$ cat src/rtl/trap_controller_if.sv
// trap_controller_if: bundles the execute-stage, CSR-file and PC-redirect
// signals of the trap controller.
//   slave  modport - used by trap_controller (consumes execute/CSR inputs,
//                    drives trapped/busy/CSR write/read address/redirect)
//   master modport - used by the surrounding pipeline (or a testbench)
interface trap_controller_if #(
  parameter int XLEN = 32
);
  // execute stage -> controller
  logic            valid;
  logic [31:0]     instruction;
  logic            illegal;
  logic [XLEN-1:0] pc;
  logic            branch_taken;
  logic [XLEN-1:0] branch_target;
  logic [XLEN-1:0] jump_target;
  logic [XLEN-1:0] mem_addr;
  // CSR file -> controller (combinational read)
  logic [XLEN-1:0] csr_read_data;
  // controller -> pipeline / CSR file / PC controller
  logic            trapped;
  logic            busy;
  logic            csr_write_enable;
  logic [11:0]     csr_write_address;
  logic [XLEN-1:0] csr_write_data;
  logic [11:0]     csr_read_address;
  logic            redirect_valid;
  logic [XLEN-1:0] redirect_target;
  logic [3:0]      trap_cause;

  modport slave (
    input  valid, instruction, illegal, pc, branch_taken, branch_target,
           jump_target, mem_addr, csr_read_data,
    output trapped, busy, csr_write_enable, csr_write_address, csr_write_data,
           csr_read_address, redirect_valid, redirect_target, trap_cause
  );

  modport master (
    output valid, instruction, illegal, pc, branch_taken, branch_target,
           jump_target, mem_addr, csr_read_data,
    input  trapped, busy, csr_write_enable, csr_write_address, csr_write_data,
           csr_read_address, redirect_valid, redirect_target, trap_cause
  );
endinterface

$ cat src/rtl/trap_controller.sv
// trap_controller: detects RV32I synchronous exceptions and MRET on the
// execute-stage instruction. A trap writes mepc, mcause, mtval (one per
// cycle) through the CSR write port and then redirects the PC to the mtvec
// base; MRET redirects the PC to mepc. The pipeline is stalled while busy.
// Ports:
//   clk     - rising-edge clock
//   reset_n - asynchronous active-low reset
//   bus     - trap_controller_if.slave (execute inputs, CSR write/read,
//             redirect, trapped/busy/trap_cause status)
module trap_controller #(
  parameter int XLEN           = 32,
  parameter int IALIGN         = 32,
  parameter int CHECK_LS_ALIGN = 1
) (
  input  logic                clk,
  input  logic                reset_n,
  trap_controller_if.slave    bus
);

  localparam logic [6:0]  OP_LOAD   = 7'b0000011;
  localparam logic [6:0]  OP_STORE  = 7'b0100011;
  localparam logic [6:0]  OP_BRANCH = 7'b1100011;
  localparam logic [6:0]  OP_JAL    = 7'b1101111;
  localparam logic [6:0]  OP_JALR   = 7'b1100111;
  localparam logic [6:0]  OP_SYSTEM = 7'b1110011;
  localparam logic [11:0] CSR_MTVEC  = 12'h305;
  localparam logic [11:0] CSR_MEPC   = 12'h341;
  localparam logic [11:0] CSR_MCAUSE = 12'h342;
  localparam logic [11:0] CSR_MTVAL  = 12'h343;
  // mtvec MODE bits are dropped; mepc loses bits below the instruction alignment
  localparam logic [XLEN-1:0] MTVEC_MASK = ~XLEN'(32'd3);
  localparam logic [XLEN-1:0] MEPC_MASK  = (IALIGN == 32) ? ~XLEN'(32'd3) : ~XLEN'(32'd1);

  typedef enum logic [2:0] {
    IDLE     = 3'd0,
    W_MEPC   = 3'd1,
    W_MCAUSE = 3'd2,
    W_MTVAL  = 3'd3,
    REDIRECT = 3'd4,
    R_MEPC   = 3'd5
  } state_t;

  state_t          state_r, state_next_s;
  logic            busy_r, we_r, rv_r;
  logic [11:0]     waddr_r, raddr_r;
  logic [XLEN-1:0] wdata_r, tval_r;
  logic [3:0]      trap_cause_r;

  logic            we_next_s, rv_next_s;
  logic [11:0]     waddr_next_s, raddr_next_s;
  logic [XLEN-1:0] wdata_next_s, tval_s, redirect_target_s;
  logic [3:0]      cause_s;
  logic            exc_s, mret_s, accept_s, is_system_s;
  logic [6:0]      opcode_s;
  logic [2:0]      funct3_s;
  logic [11:0]     imm_s;

  function automatic logic target_misaligned(input logic [XLEN-1:0] target);
    if (IALIGN == 32) begin
      return target[1:0] != 2'b00;
    end else begin
      return target[0];
    end
  endfunction

  // funct3[1:0] encodes access size: 00 byte, 01 half, 10 word
  function automatic logic ls_misaligned(input logic [1:0] size, input logic [XLEN-1:0] addr);
    case (size)
      2'b01:   return addr[0];
      2'b10:   return addr[1:0] != 2'b00;
      default: return 1'b0;
    endcase
  endfunction

  assign opcode_s    = bus.instruction[6:0];
  assign funct3_s    = bus.instruction[14:12];
  assign imm_s       = bus.instruction[31:20];
  assign is_system_s = (opcode_s == OP_SYSTEM) && (funct3_s == 3'b000);
  // busy already blocks new work, so acceptance only happens in IDLE
  assign accept_s    = (state_r == IDLE) && bus.valid;

  // Exception/MRET detection in priority order
  always_comb begin
    exc_s   = 1'b0;
    mret_s  = 1'b0;
    cause_s = 4'd0;
    tval_s  = '0;
    if (bus.illegal) begin
      exc_s   = 1'b1;
      cause_s = 4'd2;
      tval_s  = XLEN'(bus.instruction);
    end else if (is_system_s && imm_s == 12'h000) begin
      exc_s   = 1'b1;
      cause_s = 4'd11;
    end else if (is_system_s && imm_s == 12'h001) begin
      exc_s   = 1'b1;
      cause_s = 4'd3;
      tval_s  = bus.pc;
    end else if (is_system_s && imm_s == 12'h302) begin
      mret_s  = 1'b1;
    end else if ((opcode_s == OP_JAL || opcode_s == OP_JALR) && target_misaligned(bus.jump_target)) begin
      exc_s   = 1'b1;
      cause_s = 4'd0;
      tval_s  = bus.jump_target;
    end else if (opcode_s == OP_BRANCH && bus.branch_taken && target_misaligned(bus.branch_target)) begin
      exc_s   = 1'b1;
      cause_s = 4'd0;
      tval_s  = bus.branch_target;
    end else if (CHECK_LS_ALIGN != 0 && opcode_s == OP_LOAD && ls_misaligned(funct3_s[1:0], bus.mem_addr)) begin
      exc_s   = 1'b1;
      cause_s = 4'd4;
      tval_s  = bus.mem_addr;
    end else if (CHECK_LS_ALIGN != 0 && opcode_s == OP_STORE && ls_misaligned(funct3_s[1:0], bus.mem_addr)) begin
      exc_s   = 1'b1;
      cause_s = 4'd6;
      tval_s  = bus.mem_addr;
    end else begin
      exc_s   = 1'b0;
    end
  end

  assign bus.trapped = accept_s && (exc_s || mret_s);

  // Next-state logic of the trap/MRET sequencer
  always_comb begin
    state_next_s = IDLE;
    case (state_r)
      IDLE: begin
        if (accept_s && exc_s) begin
          state_next_s = W_MEPC;
        end else if (accept_s && mret_s) begin
          state_next_s = R_MEPC;
        end else begin
          state_next_s = IDLE;
        end
      end
      W_MEPC:   state_next_s = W_MCAUSE;
      W_MCAUSE: state_next_s = W_MTVAL;
      W_MTVAL:  state_next_s = REDIRECT;
      REDIRECT: state_next_s = IDLE;
      R_MEPC:   state_next_s = IDLE;
      default:  state_next_s = IDLE;
    endcase
  end

  // Output values for the state being entered, so the CSR port is registered.
  // W_MEPC is only entered from IDLE, so the live pc is the one to save.
  always_comb begin
    we_next_s    = 1'b0;
    rv_next_s    = 1'b0;
    waddr_next_s = 12'h000;
    raddr_next_s = 12'h000;
    wdata_next_s = '0;
    case (state_next_s)
      W_MEPC: begin
        we_next_s    = 1'b1;
        waddr_next_s = CSR_MEPC;
        wdata_next_s = bus.pc;
      end
      W_MCAUSE: begin
        we_next_s    = 1'b1;
        waddr_next_s = CSR_MCAUSE;
        wdata_next_s = XLEN'(trap_cause_r);
      end
      W_MTVAL: begin
        we_next_s    = 1'b1;
        waddr_next_s = CSR_MTVAL;
        wdata_next_s = tval_r;
      end
      REDIRECT: begin
        rv_next_s    = 1'b1;
        raddr_next_s = CSR_MTVEC;
      end
      R_MEPC: begin
        rv_next_s    = 1'b1;
        raddr_next_s = CSR_MEPC;
      end
      default: begin
        we_next_s    = 1'b0;
      end
    endcase
  end

  // The CSR read is combinational, so the target follows the read data in the
  // same cycle the read address is presented
  always_comb begin
    redirect_target_s = '0;
    case (state_r)
      REDIRECT: redirect_target_s = bus.csr_read_data & MTVEC_MASK;
      R_MEPC:   redirect_target_s = bus.csr_read_data & MEPC_MASK;
      default:  redirect_target_s = '0;
    endcase
  end

  // State, registered outputs and latched trap cause/value
  always_ff @(posedge clk or negedge reset_n) begin
    if (!reset_n) begin
      state_r      <= IDLE;
      busy_r       <= 1'b0;
      we_r         <= 1'b0;
      rv_r         <= 1'b0;
      waddr_r      <= 12'h000;
      raddr_r      <= 12'h000;
      wdata_r      <= '0;
      tval_r       <= '0;
      trap_cause_r <= 4'd0;
    end else begin
      state_r <= state_next_s;
      busy_r  <= (state_next_s != IDLE);
      we_r    <= we_next_s;
      rv_r    <= rv_next_s;
      waddr_r <= waddr_next_s;
      raddr_r <= raddr_next_s;
      wdata_r <= wdata_next_s;
      if (accept_s && exc_s) begin
        trap_cause_r <= cause_s;
        tval_r       <= tval_s;
      end
    end
  end

  assign bus.busy              = busy_r;
  assign bus.csr_write_enable  = we_r;
  assign bus.csr_write_address = waddr_r;
  assign bus.csr_write_data    = wdata_r;
  assign bus.csr_read_address  = raddr_r;
  assign bus.redirect_valid    = rv_r;
  assign bus.redirect_target   = redirect_target_s;
  assign bus.trap_cause        = trap_cause_r;

endmodule

$ cat src/flat_wrapper.sv
// flat-port wrapper written by rule: the top's interface ports become plain ports
module trap_controller_flat 
#(
  parameter int XLEN           = 32,
  parameter int IALIGN         = 32,
  parameter int CHECK_LS_ALIGN = 1
)
  (clk, reset_n, bus_valid, bus_instruction, bus_illegal, bus_pc, bus_branch_taken, bus_branch_target, bus_jump_target, bus_mem_addr, bus_csr_read_data, bus_trapped, bus_busy, bus_csr_write_enable, bus_csr_write_address, bus_csr_write_data, bus_csr_read_address, bus_redirect_valid, bus_redirect_target, bus_trap_cause);
  trap_controller_if #(.XLEN(XLEN)) bus_i ();
  input  logic clk;
  input  logic reset_n;
  input wire logic [$bits(bus_i.valid)-1:0] bus_valid;
  input wire logic [$bits(bus_i.instruction)-1:0] bus_instruction;
  input wire logic [$bits(bus_i.illegal)-1:0] bus_illegal;
  input wire logic [$bits(bus_i.pc)-1:0] bus_pc;
  input wire logic [$bits(bus_i.branch_taken)-1:0] bus_branch_taken;
  input wire logic [$bits(bus_i.branch_target)-1:0] bus_branch_target;
  input wire logic [$bits(bus_i.jump_target)-1:0] bus_jump_target;
  input wire logic [$bits(bus_i.mem_addr)-1:0] bus_mem_addr;
  input wire logic [$bits(bus_i.csr_read_data)-1:0] bus_csr_read_data;
  output wire logic [$bits(bus_i.trapped)-1:0] bus_trapped;
  output wire logic [$bits(bus_i.busy)-1:0] bus_busy;
  output wire logic [$bits(bus_i.csr_write_enable)-1:0] bus_csr_write_enable;
  output wire logic [$bits(bus_i.csr_write_address)-1:0] bus_csr_write_address;
  output wire logic [$bits(bus_i.csr_write_data)-1:0] bus_csr_write_data;
  output wire logic [$bits(bus_i.csr_read_address)-1:0] bus_csr_read_address;
  output wire logic [$bits(bus_i.redirect_valid)-1:0] bus_redirect_valid;
  output wire logic [$bits(bus_i.redirect_target)-1:0] bus_redirect_target;
  output wire logic [$bits(bus_i.trap_cause)-1:0] bus_trap_cause;
  assign bus_i.valid = bus_valid;
  assign bus_i.instruction = bus_instruction;
  assign bus_i.illegal = bus_illegal;
  assign bus_i.pc = bus_pc;
  assign bus_i.branch_taken = bus_branch_taken;
  assign bus_i.branch_target = bus_branch_target;
  assign bus_i.jump_target = bus_jump_target;
  assign bus_i.mem_addr = bus_mem_addr;
  assign bus_i.csr_read_data = bus_csr_read_data;
  assign bus_trapped = bus_i.trapped;
  assign bus_busy = bus_i.busy;
  assign bus_csr_write_enable = bus_i.csr_write_enable;
  assign bus_csr_write_address = bus_i.csr_write_address;
  assign bus_csr_write_data = bus_i.csr_write_data;
  assign bus_csr_read_address = bus_i.csr_read_address;
  assign bus_redirect_valid = bus_i.redirect_valid;
  assign bus_redirect_target = bus_i.redirect_target;
  assign bus_trap_cause = bus_i.trap_cause;
  trap_controller #(.XLEN(XLEN), .IALIGN(IALIGN), .CHECK_LS_ALIGN(CHECK_LS_ALIGN)) u_core (.clk(clk), .reset_n(reset_n), .bus(bus_i));
endmodule
$ cat config.mk
export PLATFORM = sky130hd
export DESIGN_NAME = trap_controller_flat
export DESIGN_NICKNAME = d
export VERILOG_FILES = /design/src/rtl/trap_controller_if.sv /design/src/rtl/trap_controller.sv /design/src/flat_wrapper.sv
export SDC_FILE = /design/constraint.sdc
export NUM_CORES = 1
export LEC_CHECK = 0
export ABC_AREA = 1
export BUFFER_PORTS_ARGS = -buffer_cell sky130_fd_sc_hd__clkbuf_2
export CORE_ASPECT_RATIO = 1.1
export CORE_MARGIN = 4
export CORE_UTILIZATION = 45
export DETAILED_ROUTE_END_ITERATION = 10
export PLACE_DENSITY = 0.91
export SYNTH_ARGS = -nofsm -noshare
export SYNTH_HDL_FRONTEND = slang
export SYNTH_SLANG_ARGS = --single-unit
$ cat constraint.sdc
create_clock -name clk -period 2.1 [get_ports clk]
set_input_delay 0.315 -clock clk [delete_from_list [all_inputs] [get_ports clk]]
set_output_delay 0.315 -clock clk [all_outputs]
set_load 0.01 [all_outputs]
* After elaboration in Yosys (flattened, before gate mapping)
Cells that the tools add are included.
Storage, ports and cells: bits in writable memories 0, output and inout bits 96, bits in read-only memories 0, register bits 94, bits of input ports 197, bits in latches 0, memories kept 0, logic and storage cells 114
Cells by class: bitwise logic cells 0, multipliers 0, div/mod/pow operators 0, shift-type cells 0, reduce and logical (&&, ||, !) cells 25, $lt $le $gt $ge 0, add/sub/neg operators 0, equality and inequality tests 20, mux-type cells 60
Operator list (number):
- $mux W32 | 9
- $pmux W32 S3 | 1
- $mux W1 | 36
- $pmux W10 S3 | 1
- $eq A7 B7 Y1 const B | 4
- $mux W4 | 7
- $pmux W10 S2 | 1
- $logic_and A1 B1 Y1 | 13
- $eq A12 B1 Y1 const B | 1
- $eq A12 B10 Y1 const B | 1
- $eq A3 B2 Y1 const B | 4
- $eq A3 B3 Y1 const B | 4
- $logic_not A12 Y1 | 1
- $pmux W3 S4 | 1
- $mux W3 | 3
- $eq A7 B2 Y1 const B | 1
- $eq A7 B6 Y1 const B | 1
- $eq A3 B1 Y1 const B | 2
- $logic_not A3 Y1 | 2
- $reduce_bool A2 Y1 | 3
- $reduce_or A2 Y1 | 2
- $reduce_bool A3 Y1 | 1
- $reduce_or A3 Y1 | 1
- $eq A2 B1 Y1 const B | 1
- 3 further kinds | 4

* Depth between registers and ports, before layout
depth after elaboration 43, mapped depth 15, mapped depth without buffers 14

* Worst setup path after synthesis
Ideal clock, no wire load.
kind input port to flip-flop, from in bus_instruction[12], to reg u_core.waddr_r[8], in the netlist u_core.bus.csr_write_address[8], arrival time 1.673 ns, setup slack 0.292 ns, cell stages on the path 11, cell sequence inv_1 -> ha_1 -> nand3b_1 -> nor2_1 -> nand2_1 -> nand2_1 -> nor2_1 -> nand2_1 -> nand2_1 -> buf_2 -> nand3_1
On the way: longest elaborated chain between the ends 23, elaborated cells between the ends (all ways) 44, those cells by class 5 x eq/ne; 30 x mux; 9 x reduce/logical
RTL lines:
- start, declared | RTL line flat_wrapper.sv:13 | input wire logic [$bits(bus_i.instruction)-1:0] bus_instruction;
- $eq A2 B2 Y1 or $eq A2 B1 Y1 (tied branches) | RTL line trap_controller.sv:68 | case (size)
- $pmux W1 S2 | RTL line trap_controller.sv:68
- $mux W1 | RTL line trap_controller.sv:109 | end else if (CHECK_LS_ALIGN != 0 && opcode_s == OP_LOAD && ls_misaligned(funct3_s[1:0], bus.mem_addr)) begin
- $mux W1 | RTL line trap_controller.sv:105 | end else if (opcode_s == OP_BRANCH && bus.branch_taken && target_misaligned(bus.branch_target)) begin
- $mux W1 | RTL line trap_controller.sv:101 | end else if ((opcode_s == OP_JAL || opcode_s == OP_JALR) && target_misaligned(bus.jump_target)) begin
- $mux W1 | RTL line trap_controller.sv:99 | end else if (is_system_s && imm_s == 12'h302) begin
- $mux W1 | RTL line trap_controller.sv:95 | end else if (is_system_s && imm_s == 12'h001) begin
- $mux W1 | RTL line trap_controller.sv:92 | end else if (is_system_s && imm_s == 12'h000) begin
- (+7 left out)
- $mux W1 | RTL line trap_controller.sv:95
- $mux W1 | RTL line trap_controller.sv:92
- $mux W1 | RTL line trap_controller.sv:88 | if (bus.illegal) begin
- $logic_and A1 B1 Y1 | RTL line trap_controller.sv:129 | if (accept_s && exc_s) begin
- $mux W3 (*) | RTL line trap_controller.sv:129
- $pmux W3 S4 (*) | RTL line trap_controller.sv:127 | case (state_r)
- $eq A3 B2 Y1 or $eq A3 B1 Y1 (tied branches) | RTL line trap_controller.sv:154 | case (state_next_s)
- $pmux W10 S3 (*) | RTL line trap_controller.sv:154
- end signal, assigned | RTL line trap_controller.sv:212 | waddr_r <= waddr_next_s;
- end, declared | RTL line trap_controller.sv:45 | logic [11:0] waddr_r, raddr_r;
Every way passes the cells marked *; elsewhere a longest branch is shown, timed or not. The select of a mux whose other input is x is not followed. A chain may end at the register's enable or synchronous reset.

* Final worst setup path
from in bus_instruction[12], to out bus_trapped
On the way: longest elaborated chain between the ends 20, elaborated cells between the ends (all ways) 37, those cells by class 2 x eq/ne; 26 x mux; 9 x reduce/logical
RTL lines:
- $eq A2 B2 Y1 or $eq A2 B1 Y1 (tied branches) | RTL line trap_controller.sv:68
- $pmux W1 S2 | RTL line trap_controller.sv:68
- $mux W1 | RTL line trap_controller.sv:109
- $mux W1 | RTL line trap_controller.sv:105
- $mux W1 | RTL line trap_controller.sv:101
- $mux W1 | RTL line trap_controller.sv:99
- $mux W1 | RTL line trap_controller.sv:95
- $mux W1 | RTL line trap_controller.sv:92
- (+4 left out)
- $mux W1 | RTL line trap_controller.sv:105
- $mux W1 | RTL line trap_controller.sv:101
- $mux W1 | RTL line trap_controller.sv:99
- $mux W1 | RTL line trap_controller.sv:95
- $mux W1 | RTL line trap_controller.sv:92
- $mux W1 | RTL line trap_controller.sv:88
- $logic_or A1 B1 Y1 (*) | RTL line trap_controller.sv:122 | assign bus.trapped = accept_s && (exc_s || mret_s);
- $logic_and A1 B1 Y1 (*) | RTL line trap_controller.sv:122
- end, declared | RTL line flat_wrapper.sv:21 | output wire logic [$bits(bus_i.trapped)-1:0] bus_trapped;
Marks and branches as above.

==> flow_metrics.env <==
export IMPL_status="finished, final reports clean"
export IMPL_crit_type="input pin to output pin"
export IMPL_final_common_cell="nand2_1"
export IMPL_synth_top_cell_area_share_pct=37.2
export IMPL_io_buffer_count=274
export IMPL_path_clk_slew_ns=0.06
export IMPL_core_um2=11500
export IMPL_holdPathEnd="u_core.bus.csr_write_data[0]$_DFF_PN0_"
export IMPL_drt_first_iter_violations=404
export IMPL_path_delay_family="simple AND/OR/NAND/NOR gates"
export IMPL_initial_utilization_pct=46.2
export IMPL_core_rowCount=41
export IMPL_synth_top_area_cell="dfrtp_1"
export IMPL_cts_buffer_depth=2
export IMPL_irDropWorstVdd_mv=0.631
export IMPL_ys_seq_elements=79
export IMPL_multi_input_area_um2=2750
export IMPL_synth_warnings=0
export IMPL_cts_tree="built"
export IMPL_root_buffer="clkbuf_16"
export IMPL_die_h_um=122
export IMPL_layout_drive_gt1_share_pct=33.5
export IMPL_cp_arrival_ns=1.71
export IMPL_drt_wl_total_um=18500
export IMPL_leakage_nw=4.39
export IMPL_antenna_found_initial=0
export IMPL_drc=0
export IMPL_insertion_delay_ns=0.33
export IMPL_dieArea_um2=13600
export IMPL_hold_viol=0
export IMPL_clock_sinks=79
export IMPL_fin_ws_ns=0.0787
export IMPL_seqCellArea_um2=1980
export IMPL_fin_nets=1308
export IMPL_critPathBufInv=4
export IMPL_power_density_nw_per_um2=820
export IMPL_syn_inst=843
export IMPL_reg2reg_depth=7
export IMPL_synth_cell_type_count=26
export IMPL_max_clock_freq_mhz=495
export IMPL_synth_top_cells_by_area="dfrtp_1 37%, nand2_1 25%, nand3_1 11%, inv_1 6.2%, or2_2 3.8%"
export IMPL_netSwitchingFraction_pct=34.5
export IMPL_grt_overflow_total=0
export IMPL_grt_total_usage_pct=26.5
export IMPL_worstSetupEndpointType="output pin"
export IMPL_startpoint_type="input pin"
export IMPL_synthToLayoutAreaGrowth_pct=36.6
export IMPL_dp_slack_ns=-0.0198
export IMPL_first_pass_iters=5
export IMPL_yosysSeqAreaShare_pct=37.2
export IMPL_grt_pass1_wl_um=28700
export IMPL_cts_buffers=9
export IMPL_fin_skew_ns=0.00462
export IMPL_grt_max_degree=43
export IMPL_drtAntennaViolNets=0
export IMPL_power_frac_seq_pct=37.8
export IMPL_period_share_pct=96.3
export IMPL_p_total_mw=5.95
export IMPL_r2r_end="u_core.bus.csr_write_data[7]$_DFF_PN0_"
export IMPL_fin_crit_ns=2.02
export IMPL_intPower_mw=3.90
export IMPL_drv_slew=0
export IMPL_ios=293
export IMPL_synth_cell_area_um2=5310
export IMPL_switching_power_mw=2.05
export IMPL_crit_required_ns=1.78
export IMPL_power_frac_comb_pct=33.1
export IMPL_routedWlPerCell_um=14.6
export IMPL_cp_cell_sequence="clkbuf_2, inv_2, ha_4, nand2_1, nor2_1, nand2_1, nor2_4, nand3_2, nand2_2, nor2_4, nand3_2, nand2_1, inv_1, buf_2"
export IMPL_path_max_fanout=5
export IMPL_cp_slowest_cell="nor2_4"
export IMPL_clock_power_share_pct=29.1
export IMPL_routabilityCongestion=0.895
export IMPL_cts_max_level=3
export IMPL_via_count=6283
export IMPL_viasPerCell=4.98
export IMPL_synth_area_per_cell_um2=6.30
export IMPL_cpPeakStageDelay_ns=0.16
export IMPL_layout_common_cells="347 x nand2_1, 272 x clkbuf_2, 116 x nand3_1, 86 x inv_1, 79 x dfrtp_1"
export IMPL_drv_cap=0
export IMPL_num_antenna_cells=0
export IMPL_cp_common_cell="nand2_1"
export IMPL_die_w_um=112
export IMPL_grt_pass1_vias=5895
export IMPL_hp_start="bus_pc[0]"
export IMPL_hpwl_um=14000
export IMPL_nFillCells=1076
export IMPL_finalSetupViolCount=0
export IMPL_worstReg2RegStart="u_core.state_r[1]$_DFF_PN0_"
export IMPL_hp_class="input pin to register"
export IMPL_rrSetupSlack_ns=0.32
export IMPL_hold_depth=3
[cell type report]
type | instances | area share (%)
sequential | 79 | 27.2
timing repair buffer | 305 | 23.0
tap | 150 | 2.59
clock buffer | 12 | 3.67
multi-input combinational | 622 | 37.9
inverter | 91 | 4.71
clock inverter | 3 | 0.897
[through the flow]
stage	util (%)	area (um^2)	std cells	hold WS [ns]	TNS, ns
6_report	63.2	7260	1262	0.203	0
5_1_grt	63.2	7260	1262	0.204	-0.0215
4_1_cts	62.6	7190	1259	0.188	0
3_5_place_dp	59.6	6850	1243	0.292	-0.0253
3_3_place_gp	59.6	6850	1243	0.290	0
2_1_floorplan	-	5370	858	0.0194	0
[state kept, by name, indices dropped and copies added, names as in the netlist]
register / flops
u_core.bus.busy: 1
u_core.bus.csr_read_address: 2
u_core.bus.csr_write_address: 3
u_core.bus.csr_write_data: 32
u_core.bus.csr_write_enable: 1
u_core.bus.redirect_valid: 1
u_core.bus.trap_cause: 4
u_core.state_r: 3
u_core.tval_r: 32
[power by group through the flow]
stage                     registers (mW)  logic (mW)  clock network, mW
after floorplan                     2.35       0.994                  0
after global placement              2.24        1.92                  0
after detailed placement            2.26        1.97                  0
after CTS                           2.25        1.98               1.75
after global routing                2.30        2.22               1.82
final                               2.25        1.97               1.73
[kinds of logic (layout without fill, tap and decap cells)]
logic type,Yosys count,after routing,share of synthesized area [%]
and+or+nand+nor,562,562,44.7
AOI/OAI and AO/OA,41,41,4.21
other,1,16,0.0706
buffers and inverters,157,411,13.1
adders and majority gates,3,3,0.706
DFF,79,79,37.2
[worst register-to-register path, cell delays in order, from the launching register on]
cell,delay [ns]
dfrtp_1,0.38
inv_1,0.11
nand3_1,0.09
nor2_1,0.34
a21boi_4,0.32
buf_12,0.23
nand2_1,0.08
o21ai_0,0.12
[worst max-delay path by stage]
stage	depth (start not counted)	from	end	slack [ns]
after detailed placement	14	bus_instruction[12]	u_core.bus.csr_write_data[9]$_DFF_PN0_	-0.02
after CTS	14	bus_instruction[12]	bus_trapped	0.004
after global placement	14	bus_instruction[12]	bus_trapped	0.04
final	14	bus_instruction[12]	bus_trapped	0.08
after floorplan	11	bus_instruction[12]	u_core.bus.csr_write_address[8]$_DFF_PN0_	0.29
after global routing	14	bus_instruction[12]	bus_trapped	-0.02
[Yosys cell counts]
master	count
nor3_2	1
or2_2	32
nor2_1	49
nand2_2	1
buf_1	2
inv_1	88
nor3_1	5
a21boi_4	1
nor2_2	3
conb_1	1
buf_4	21
dfrtp_1	79
o21ai_0	35
buf_2	10
nor2_4	1
inv_2	2
a21oi_1	1
nand3_1	118
clkinv_1	1
clkbuf_1	31
nand4_1	2
nand2_1	349
buf_6	2
ha_1	3
o22ai_1	4
nand3b_1	1
[layer usage]
metal	up-vias	track usage, %	share of wire, %
li1	3081	-	-
met1	2803	30.6	36
met2	353	47.7	51
met3	46	6.66	10
met4	0	9.81	2.6
met5	-	0	0
[timing repair]
action | in CTS | in global routing
endpoints found under the hold margin | 30 | 0
hold buffers | 1 | 0
resized for setup | 0 | 12
buffers inserted | 0 | 3
endpoints found under the setup margin | 0 | 1
Power figures use the tool's default switching activity.
